$ cat config.mk
export PLATFORM = sky130hd
export DESIGN_NAME = mig_tt_engine_flat
export DESIGN_NICKNAME = d
export VERILOG_FILES = /design/src/rtl/mig_tt_engine_if.sv /design/src/rtl/mig_tt_engine.sv /design/src/flat_wrapper.sv
export SDC_FILE = /design/constraint.sdc
export NUM_CORES = 1
export LEC_CHECK = 0
export CAP_MARGIN = 5
export CORE_MARGIN = 1.5
export CORE_UTILIZATION = 45
export DETAILED_ROUTE_END_ITERATION = 8
export HOLD_SLACK_MARGIN = 0.08
export PLACE_DENSITY_LB_ADDON = 0.2
export REMOVE_ABC_BUFFERS = 1
export SYNTH_ARGS = -nofsm -noshare
export SYNTH_HDL_FRONTEND = slang
export SYNTH_SLANG_ARGS = --single-unit
$ cat constraint.sdc
create_clock -name clk -period 7.9 [get_ports clk]
set_input_delay 1.58 -clock clk [delete_from_list [all_inputs] [get_ports clk]]
set_output_delay 1.58 -clock clk [all_outputs]
set_load 0.01 [all_outputs]
$ cat src/rtl/mig_tt_engine_if.sv
// Configuration and result bus of the MIG truth-table engine.
// The self_dual flag exists only when MIG_SELFDUAL_EN is defined.
interface mig_tt_engine_if #(
    parameter int unsigned N = 7,
    parameter int unsigned G = 6
);
    localparam int unsigned SELW = $clog2(1 + N + G);
    localparam int unsigned DW   = 3 * (SELW + 1);
    localparam int unsigned AW   = (G > 1) ? $clog2(G) : 1;
    localparam int unsigned TT   = 1 << N;

    logic          cfg_we;
    logic [AW-1:0] cfg_addr;
    logic [DW-1:0] cfg_data;
    logic          cfg_out_inv;
    logic          start;
    logic          busy;
    logic          out_valid;
    logic          out_ready;
    logic [TT-1:0] tt;
`ifdef MIG_SELFDUAL_EN
    logic          self_dual;
`endif

    modport master (
        output cfg_we, cfg_addr, cfg_data, cfg_out_inv, start, out_ready,
        input  busy, out_valid, tt
`ifdef MIG_SELFDUAL_EN
        , input self_dual
`endif
    );

    modport slave (
        input  cfg_we, cfg_addr, cfg_data, cfg_out_inv, start, out_ready,
        output busy, out_valid, tt
`ifdef MIG_SELFDUAL_EN
        , output self_dual
`endif
    );
endinterface

$ cat src/rtl/mig_tt_engine.sv
// Programmable MIG evaluator: sweeps all 2^N minterms and returns the truth table.
// Optional self-duality flag enabled by MIG_SELFDUAL_EN.
module mig_tt_engine #(
    parameter int unsigned N = 7,
    parameter int unsigned G = 6
) (
    input  logic            clk,
    input  logic            rst,
    mig_tt_engine_if.slave  bus
);
    localparam int unsigned SELW = $clog2(1 + N + G);
    localparam int unsigned OPW  = SELW + 1;
    localparam int unsigned DW   = 3 * OPW;
    localparam int unsigned TT   = 1 << N;
    localparam int unsigned SIGS = 1 << SELW;

    typedef enum logic [1:0] {IDLE, SWEEP, DONE} state_t;

    state_t          state, state_d;
    logic [DW-1:0]   desc [G];
    logic [N-1:0]    m;
    logic [TT-1:0]   tt_q;
    logic            out_inv_q;
    logic            w0_q;
    logic            busy_q;
    logic            valid_q;

    logic            start_c;
    logic            last_c;
    logic [N-1:0]    m_eval;
    logic [SIGS-1:0] sig;
    logic [SELW-1:0] sel;
    logic [2:0]      opv;
    logic            w_last;
    logic            bit_c;

    // Next-state logic.
    always_comb begin
        state_d = state;
        start_c = 1'b0;
        last_c  = (m == '1);
        unique case (state)
            IDLE: begin
                if (bus.start) begin
                    state_d = SWEEP;
                    start_c = 1'b1;
                end
            end
            SWEEP: begin
                if (last_c) state_d = DONE;
            end
            DONE: begin
                if (valid_q && bus.out_ready) state_d = IDLE;
            end
            default: state_d = IDLE;
        endcase
    end

    always_ff @(posedge clk) begin
        if (rst) state <= IDLE;
        else     state <= state_d;
    end

    // Network evaluation; selects at or beyond the gate's own index read as 0.
    always_comb begin
        m_eval = (state == IDLE) ? '0 : m;
        sig    = '0;
        sel    = '0;
        opv    = '0;
        sig[N:1] = m_eval;
        for (int g = 0; g < int'(G); g++) begin
            for (int k = 0; k < 3; k++) begin
                sel    = desc[g][k*OPW +: SELW];
                opv[k] = ((32'(sel) < N + 1 + 32'(g)) ? sig[sel] : 1'b0) ^ desc[g][k*OPW + SELW];
            end
            sig[N + 1 + g] = (opv[0] & opv[1]) | (opv[0] & opv[2]) | (opv[1] & opv[2]);
        end
        w_last = sig[N + G];
    end

    // Minterm 0 uses the network as it stood in the start cycle.
    assign bit_c = ((m == '0) ? w0_q : w_last) ^ out_inv_q;

    always_ff @(posedge clk) begin
        if (rst) begin
            m         <= '0;
            tt_q      <= '0;
            out_inv_q <= 1'b0;
            w0_q      <= 1'b0;
            busy_q    <= 1'b0;
            valid_q   <= 1'b0;
        end else begin
            busy_q  <= (state_d != IDLE);
            valid_q <= (state == DONE) && (state_d == DONE);
            if (start_c) begin
                m         <= '0;
                tt_q      <= '0;
                out_inv_q <= bus.cfg_out_inv;
                w0_q      <= w_last;
            end else if (state == SWEEP) begin
                tt_q[m] <= bit_c;
                if (!last_c) m <= m + 1'b1;
            end
        end
    end

    // Descriptor file: writable only while idle.
    always_ff @(posedge clk) begin
        if (rst) begin
            for (int g = 0; g < int'(G); g++) desc[g] <= '0;
        end else if ((state == IDLE) && bus.cfg_we && (32'(bus.cfg_addr) < G)) begin
            desc[bus.cfg_addr] <= bus.cfg_data;
        end
    end

`ifdef MIG_SELFDUAL_EN
    logic [TT-1:0] tt_fin;
    logic          sd_c;
    logic          self_dual_q;

    // Self-duality over the completed table, including the minterm written this cycle.
    always_comb begin
        tt_fin    = tt_q;
        tt_fin[m] = bit_c;
        sd_c      = 1'b1;
        for (int i = 0; i < int'(TT / 2); i++) begin
            sd_c = sd_c & (tt_fin[i] ^ tt_fin[TT - 1 - i]);
        end
    end

    always_ff @(posedge clk) begin
        if (rst)                                     self_dual_q <= 1'b0;
        else if (start_c)                            self_dual_q <= 1'b0;
        else if ((state == SWEEP) && (state_d == DONE)) self_dual_q <= sd_c;
    end

    assign bus.self_dual = self_dual_q;
`endif

    assign bus.busy      = busy_q;
    assign bus.out_valid = valid_q;
    assign bus.tt        = tt_q;
endmodule

$ cat src/flat_wrapper.sv
// flat-port wrapper written by rule: the top's interface ports become plain ports
module mig_tt_engine_flat 
#(
    parameter int unsigned N = 7,
    parameter int unsigned G = 6
)
  (clk, rst, bus_cfg_we, bus_cfg_addr, bus_cfg_data, bus_cfg_out_inv, bus_start, bus_out_ready, bus_busy, bus_out_valid, bus_tt);
  mig_tt_engine_if #(.N(N), .G(G)) bus_i ();
  input  logic clk;
  input  logic rst;
  input wire logic [$bits(bus_i.cfg_we)-1:0] bus_cfg_we;
  input wire logic [$bits(bus_i.cfg_addr)-1:0] bus_cfg_addr;
  input wire logic [$bits(bus_i.cfg_data)-1:0] bus_cfg_data;
  input wire logic [$bits(bus_i.cfg_out_inv)-1:0] bus_cfg_out_inv;
  input wire logic [$bits(bus_i.start)-1:0] bus_start;
  input wire logic [$bits(bus_i.out_ready)-1:0] bus_out_ready;
  output wire logic [$bits(bus_i.busy)-1:0] bus_busy;
  output wire logic [$bits(bus_i.out_valid)-1:0] bus_out_valid;
  output wire logic [$bits(bus_i.tt)-1:0] bus_tt;
  assign bus_i.cfg_we = bus_cfg_we;
  assign bus_i.cfg_addr = bus_cfg_addr;
  assign bus_i.cfg_data = bus_cfg_data;
  assign bus_i.cfg_out_inv = bus_cfg_out_inv;
  assign bus_i.start = bus_start;
  assign bus_i.out_ready = bus_out_ready;
  assign bus_busy = bus_i.busy;
  assign bus_out_valid = bus_i.out_valid;
  assign bus_tt = bus_i.tt;
  mig_tt_engine #(.N(N), .G(G)) u_core (.clk(clk), .rst(rst), .bus(bus_i));
endmodule
; ---- After elaboration in Yosys (flattened, before gate mapping)
; Memories as Yosys holds them, arrays and structs flattened.
; Index checks and enable logic that the tools add are counted.
[classes]
n_addsub = 1
magnitude_cmp = 39
n_eq_ne = 4
muxes = 73
bitwise = 50
reduce_logical = 11
[op_table]
columns = operator, n
row1 = 128-bit bitwise mux, 1
row2 = "4-bit by 5-bit less-than comparator with 1-bit output, second input constant", 18
row3 = 1-bit binary-select mux with 4-bit select, 18
row4 = "4-bit less-than comparator, second input constant", 18
row5 = 1-bit 2-to-1 mux, 46
row6 = 1-bit XOR, 19
row7 = 1-bit bitwise AND, 18
row8 = 15-bit 2-to-1 mux, 1
row9 = 15-bit OR reduction, 1
row10 = 1-bit bitwise OR, 12
row11 = "7-bit by 8-bit less-than comparator with 1-bit output, second input constant", 1
row12 = "7-bit by 1-bit adder with 7-bit output, second input constant", 1
row13 = 1-bit demux with 7-bit select, 1
row14 = "7-bit == test, second input constant", 1
row15 = "7-bit by 1-bit >= comparator with 1-bit output, second input constant", 1
row16 = 7-bit logical NOT, 1
row17 = 7-bit 2-to-1 mux, 1
row18 = 2-bit 2-to-1 mux, 3
row19 = 2-bit case mux with 3 select lines, 1
row20 = 1-bit logical AND, 5
row21 = "2-bit == test, second input constant", 2
row22 = "3-bit less-than comparator, second input constant", 1
row23 = 3-bit 2-to-1 mux, 1
row24 = "2-bit by 1-bit == test with 1-bit output, second input constant", 1
row25 = other kinds (5), 5
[totals]
regBits = 141
mem_bits_rw = 90
wordCells = 186
memories = 1
[memory_table]
columns = name, depth, width, rd, rd_ports_with_merged_regs, write_ports, line
row1 = u_core.desc, 6, 15, 6, 0, 6, mig_tt_engine.sv:20  ; logic [DW-1:0] desc [G];

; ---- Logic depth before layout (Yosys ltp)
[logic_depth]
word_depth = 47
ltp_mapped = 23
ltp_nobuf = 20

; ---- Least setup slack after synthesis
; OpenSTA, ideal clock, no wires.
[synth_timing]
kind = reg2reg
startpoint = reg u_core.m[0]
endpoint = reg u_core.tt_q[22], in the netlist u_core.bus.tt[22]
setup_time_ns = 0.143
arrival_time_ns = 5.550
t_required_ns = 7.757
setup_slack_ns = 2.207
stages_incl_launch_ff = 24
path_buffers = 3
period_less_slack_ns = 5.693
path_cell_list = dfxtp_1 > buf_2 > mux2_2 > a221oi_1 > o41a_1 > nor4_2 > a221o_1 > a311oi_2 > o22ai_2 > a31oi_1 > xnor2_1 > maj3_2 > nor3b_1 > nor4_4 > a21oi_2 > mux2_4 > maj3_2 > o22ai_1 > xor2_1 > maj3_1 > mux2i_1 > buf_2 > buf_6 > o41ai_2
[synth_via]
elab_chain_cells = 46
elab_cells_between_ends = 112
classes_between = order compare: 2 / mux: 59 / bitwise: 49 / reduce/logical: 2
[synth_rtl]
columns = item, line
row1 = start: declaration, mig_tt_engine.sv:21  ; logic [N-1:0] m;
row2 = start signal: assignment, mig_tt_engine.sv:102  ; if (!last_c) m <= m + 1'b1;
row3 = 7-bit 2-to-1 mux, mig_tt_engine.sv:66  ; m_eval = (state == IDLE) ? '0 : m;
row4 = 1-bit binary-select mux with 4-bit select, mig_tt_engine.sv:74  ; opv[k] = ((32'(sel) < N + 1 + 32'(g)) ? sig[sel] : 1'b0) ^ desc[g][k*OPW + SELW];
row5 = 1-bit 2-to-1 mux (not written as such), mig_tt_engine.sv:74
row6 = 1-bit 2-to-1 mux, mig_tt_engine.sv:74
row7 = 1-bit XOR, mig_tt_engine.sv:74
row8 = 1-bit bitwise AND, mig_tt_engine.sv:76  ; sig[N + 1 + g] = (opv[0] & opv[1]) | (opv[0] & opv[2]) | (opv[1] & opv[2]);
row9 = 1-bit bitwise OR (2 in series), mig_tt_engine.sv:76
row10 = 1-bit binary-select mux with 4-bit select, mig_tt_engine.sv:74
row11 = [... 28 more ...], n/a
row12 = 1-bit 2-to-1 mux (not written as such), mig_tt_engine.sv:74
row13 = 1-bit 2-to-1 mux, mig_tt_engine.sv:74
row14 = 1-bit XOR, mig_tt_engine.sv:74
row15 = 1-bit bitwise AND, mig_tt_engine.sv:76
row16 = 1-bit bitwise OR (2 in series), mig_tt_engine.sv:76
row17 = 1-bit 2-to-1 mux, mig_tt_engine.sv:82  ; assign bit_c = ((m == '0) ? w0_q : w_last) ^ out_inv_q;
row18 = 1-bit XOR, mig_tt_engine.sv:82
row19 = 128-bit bitwise mux *, mig_tt_engine.sv:101  ; tt_q[m] <= bit_c;
row20 = end signal: indexed assignment, mig_tt_engine.sv:101
row21 = end: declaration, mig_tt_engine.sv:22  ; logic [TT-1:0] tt_q;
; Mark *: on every way between the ends. The rest lies on a longest branch, timed or not. The select of a mux whose other input is x is not followed.
; A chain may end at the register's enable or synchronous reset.

; ---- Worst setup path in the final report
[layout_timing]
startpoint = reg u_core.m[4]
endpoint = reg u_core.tt_q[97], in the netlist u_core.bus.tt[97]
; The elaborated chain is that of the path after synthesis.

==> results.rst <==
.. list-table::
   :header-rows: 1

   * - Metric
     - Value
   * - Run status
     - complete, no violations
   * - Kind of start point of the critical path
     - flop
   * - Crit path buffers/inverters
     - 1
   * - Average vias per placed instance
     - 6.18
   * - Number of gates given a new drive strength after cts
     - 0
   * - Endpoints failing hold
     - 0
   * - Filler Cell Count
     - 2299
   * - XOR/XNOR Fraction of Synth Area
     - 1.35%
   * - Number of vias after detailed routing
     - 9832
   * - Maximum vdd drop
     - 0.148 mV
   * - Worst path slowest cell
     - mux2i_4
   * - Category of the most critical setup path
     - flop to flop
   * - Net total in the final layout
     - 1259
   * - TritonCTS Sinks
     - 231
   * - Std-Cell Core Area
     - 26900 um^2
   * - Critical path capture point type
     - flop
   * - Kind of cell adding the most delay to the critical path
     - compound AO/OA/AOI/OAI gates
   * - Avg Cell Area, Syn
     - 10.8 um^2
   * - Non-filler cells, final
     - 1592
   * - Most common library cell in the layout ignoring fill and taps
     - clkdlybuf4s50_1
   * - Final design utilization
     - 55.6%
   * - Fraction of the mapped netlist area in simple logic gates
     - 11.9%
   * - Grt ovf
     - 0
   * - Shortest clock period the worst path allows after layout
     - 6.73 ns
   * - Area growth from synthesis to layout
     - 21.2%
   * - Area fraction in compound gates after synthesis
     - 31.4%
   * - Maximum fanout count along the critical path
     - 15
   * - Async set-reset flop share out of synthesis
     - 0%
   * - Yosys warns
     - 0
   * - Drt first pass iters
     - 6
   * - Required time at the worst-slack endpoint
     - 8.27 ns
   * - Number of global-route vias before repair
     - 9224
   * - Maximum number of pins on one net before global-route repair
     - 96
   * - Number of placed cells counting well taps
     - 1546
   * - Fmax
     - 0.148 GHz
   * - Data arrival at the endpoint of the critical path
     - 7.10 ns
   * - Largest family of logic cells by synthesized area
     - compound AO/OA/AOI/OAI gates
   * - Slew @ Worst Pin
     - 1.04 ns
   * - Root buffer cell
     - clkbuf_16
   * - Setup violations, final
     - 0
   * - Cell mode on critical path
     - maj3_2
   * - Adder and majority gate portion of the synthesized area
     - 0.467%
   * - Die footprint
     - 28400 um^2
   * - R2r setup slk
     - 1.17 ns
   * - Number of nets with antenna violations after detailed routing
     - 0
   * - CTS tree
     - done
   * - Number of buffers created by CTS
     - 26
   * - Hold bufs inserted after CTS
     - 0
   * - First-pass GRT wire length
     - 52800 um
   * - Instance count of the mapped netlist
     - 1140
   * - Count of unresolved DRC violations after routing
     - 0
   * - Static Leakage
     - 5.33 nW
   * - PD cells
     - 189 nW/um^2
   * - Proportion of synthesized area in mux cells
     - 4.85%
   * - Max cap viols
     - 0
   * - Worst clock skew
     - 0.0180 ns
   * - Initial core utilization
     - 45.8%
   * - Worst slew margin relative to its limit
     - 31.0%
   * - RSZ-0062 raised after global routing
     - false
   * - WL per Instance
     - 21.3 um
   * - Register bit total from synthesis
     - 231
   * - N_diodes
     - 0
   * - Top-Level Pins
     - 154
   * - Number of pins exceeding their max-slew limit in the final report
     - 0
   * - Netlist area before placement
     - 12300 um^2
   * - Hpwl dp
     - 22400 um
   * - Period Utilization, post-route
     - 85.2%
   * - Share of post-route cells with drive strength above 1
     - 19.3%
   * - Clock latency reported for the late side of the worst-skew pair
     - 0.53 ns
   * - H-tree levels
     - 1
   * - Most frequent cells in the layout
     - 153 x clkdlybuf4s50_1, 141 x dfxtp_1, 139 x nor2_1, 130 x o211ai_1, 120 x o41ai_2
   * - Seq/Total Area, Yosys
     - 44.9%
   * - Setup repair bufs after CTS
     - 0
   * - Routed WL
     - 33900 um
   * - Biggest cell delay along the critical path
     - 0.59 ns
   * - Crit-path cells
     - mux2_2 -> a221oi_1 -> o41a_1 -> nor4_2 -> a221o_1 -> a311oi_2 -> nand2_1 -> a31oi_1 -> xnor2_1 -> maj3_2 -> nor3b_1 -> nor4_4 -> a21oi_2 -> mux2_4 -> maj3_2 -> o22ai_1 -> xor2_1 -> maj3_1 -> mux2i_4 -> buf_4 -> o41ai_2
   * - Top flip-flop cell by instance count after synthesis
     - dfxtp_1
   * - Maximum clock insertion buffer count
     - 3
   * - Chip Width
     - 168 um
   * - Path category of the worst min-delay check
     - flop to flop
   * - Clock slew at reported path FFs
     - 0.06 ns
   * - GRT Util Overall
     - 23.5%
   * - Count of buffers from port buffering
     - 153
   * - Number of enable flip-flop cells after synthesis
     - 90
   * - Number of antenna violations at the first check in global routing
     - 0
   * - Number of placement rows
     - 60
   * - Count of unique library cells instantiated by Yosys
     - 66
   * - Die Height
     - 168 um
   * - Initial DRC count
     - 972
   * - GP Congestion
     - 0.894
## path summary, 6_finish.rpt
path / from / end / depth (start not counted)
setup / recovery: u_core.m[4] / u_core.bus.tt[97] / 21
hold / removal: u_core.bus.tt[110] / u_core.bus.tt[110] / 2
setup reg to reg: u_core.m[4] / u_core.bus.tt[97] / 21
hold reg to reg: u_core.bus.tt[110] / u_core.bus.tt[110] / 2
## worst register-to-register path, cell delays in order, from the launching register on
cell,delay [ns]
dfxtp_1,0.43
mux2_2,0.32
a221oi_1,0.40
o41a_1,0.30
nor4_2,0.11
a221o_1,0.35
a311oi_2,0.30
nand2_1,0.24
a31oi_1,0.31
xnor2_1,0.14
maj3_2,0.42
nor3b_1,0.36
nor4_4,0.11
a21oi_2,0.28
mux2_4,0.35
maj3_2,0.33
o22ai_1,0.20
xor2_1,0.09
maj3_1,0.42
mux2i_4,0.59
buf_4,0.39
o41ai_2,0.12
## area by class of cell
cell class              instances  area [um^2]  area share [%]
multi-input cells             768         6200            41.5
flip-flops and latches        231         5530            37.0
clock inverters                15          201            1.35
repair buffers                179         1760            11.8
clock buffers                  31          711            4.76
well taps                     341          427            2.86
inverters                      27          101           0.679
## through the flow
| stage | total power, mW | area, um^2 | hold slack [ns] | TNS (ns) | setup slack [ns] |
|---|---|---|---|---|---|
| 6_report | 2.82 | 14900 | 0.509 | 0 | 1.17 |
| 5_1_grt | 2.91 | 14900 | 0.524 | 0 | 0.691 |
| 4_1_cts | 2.84 | 14900 | 0.505 | 0 | 1.14 |
| 3_5_place_dp | 1.56 | 14000 | 0.497 | 0 | 1.18 |
| 3_3_place_gp | 1.56 | 14000 | 0.482 | 0 | 1.29 |
| 2_1_floorplan | 1.46 | 11800 | 0.460 | -816.55 | -6.44 |
## flip-flops by register name (all words and copies together), names as in the netlist
name and flops:
u_core.bus.busy 1, u_core.bus.out_valid 1, u_core.bus.tt 128, u_core.desc 90
u_core.m 7, u_core.out_inv_q 1, u_core.state 2, u_core.w0_q 1
## routing by layer
metal	global-route usage, %	wire length (um)
met4	6.79	895
met3	2.64	1740
met1	32.6	15300
met2	38.6	16000
met5	0	0
## cells in the mapped netlist (10+ instances only)
cell / instances / area [um^2]
nor3_1: 14 / 70.1
nor2_1: 140 / 526
a21oi_1: 36 / 180
inv_1: 27 / 101
o21ai_0: 23 / 115
mux2i_1: 11 / 110
xnor2_1: 13 / 114
dfxtp_1: 141 / 2820
nor2b_1: 19 / 119
mux2_2: 10 / 113
nand3_1: 14 / 70.1
a211oi_1: 12 / 90.1
nand2_1: 83 / 312
edfxtp_1: 90 / 2700
mux4_2: 16 / 360
nand2b_1: 14 / 87.6
o211ai_1: 130 / 976
buf_6: 13 / 146
clkbuf_1: 88 / 330
o41ai_2: 120 / 1950
## cell families after synthesis
family	count (synthesis)
AO/OA/AOI/OAI	387
XOR/XNOR	19
adder cells (fa/ha/maj)	5
buffers and inverters	141
flip-flops	231
multiplexers	38
AND/OR/NAND/NOR	319
## power breakdown
part | leakage [nW] | switching [mW] | total [mW] | internal [mW]
Combinational | 2.81 | 0.170 | 0.244 | 0.0739
Sequential | 2.06 | 0.0264 | 1.29 | 1.26
Clock | 0.455 | 0.489 | 1.29 | 0.800
Total | 5.33 | 0.686 | 2.82 | 2.14
(Power assumes the default switching activity.)
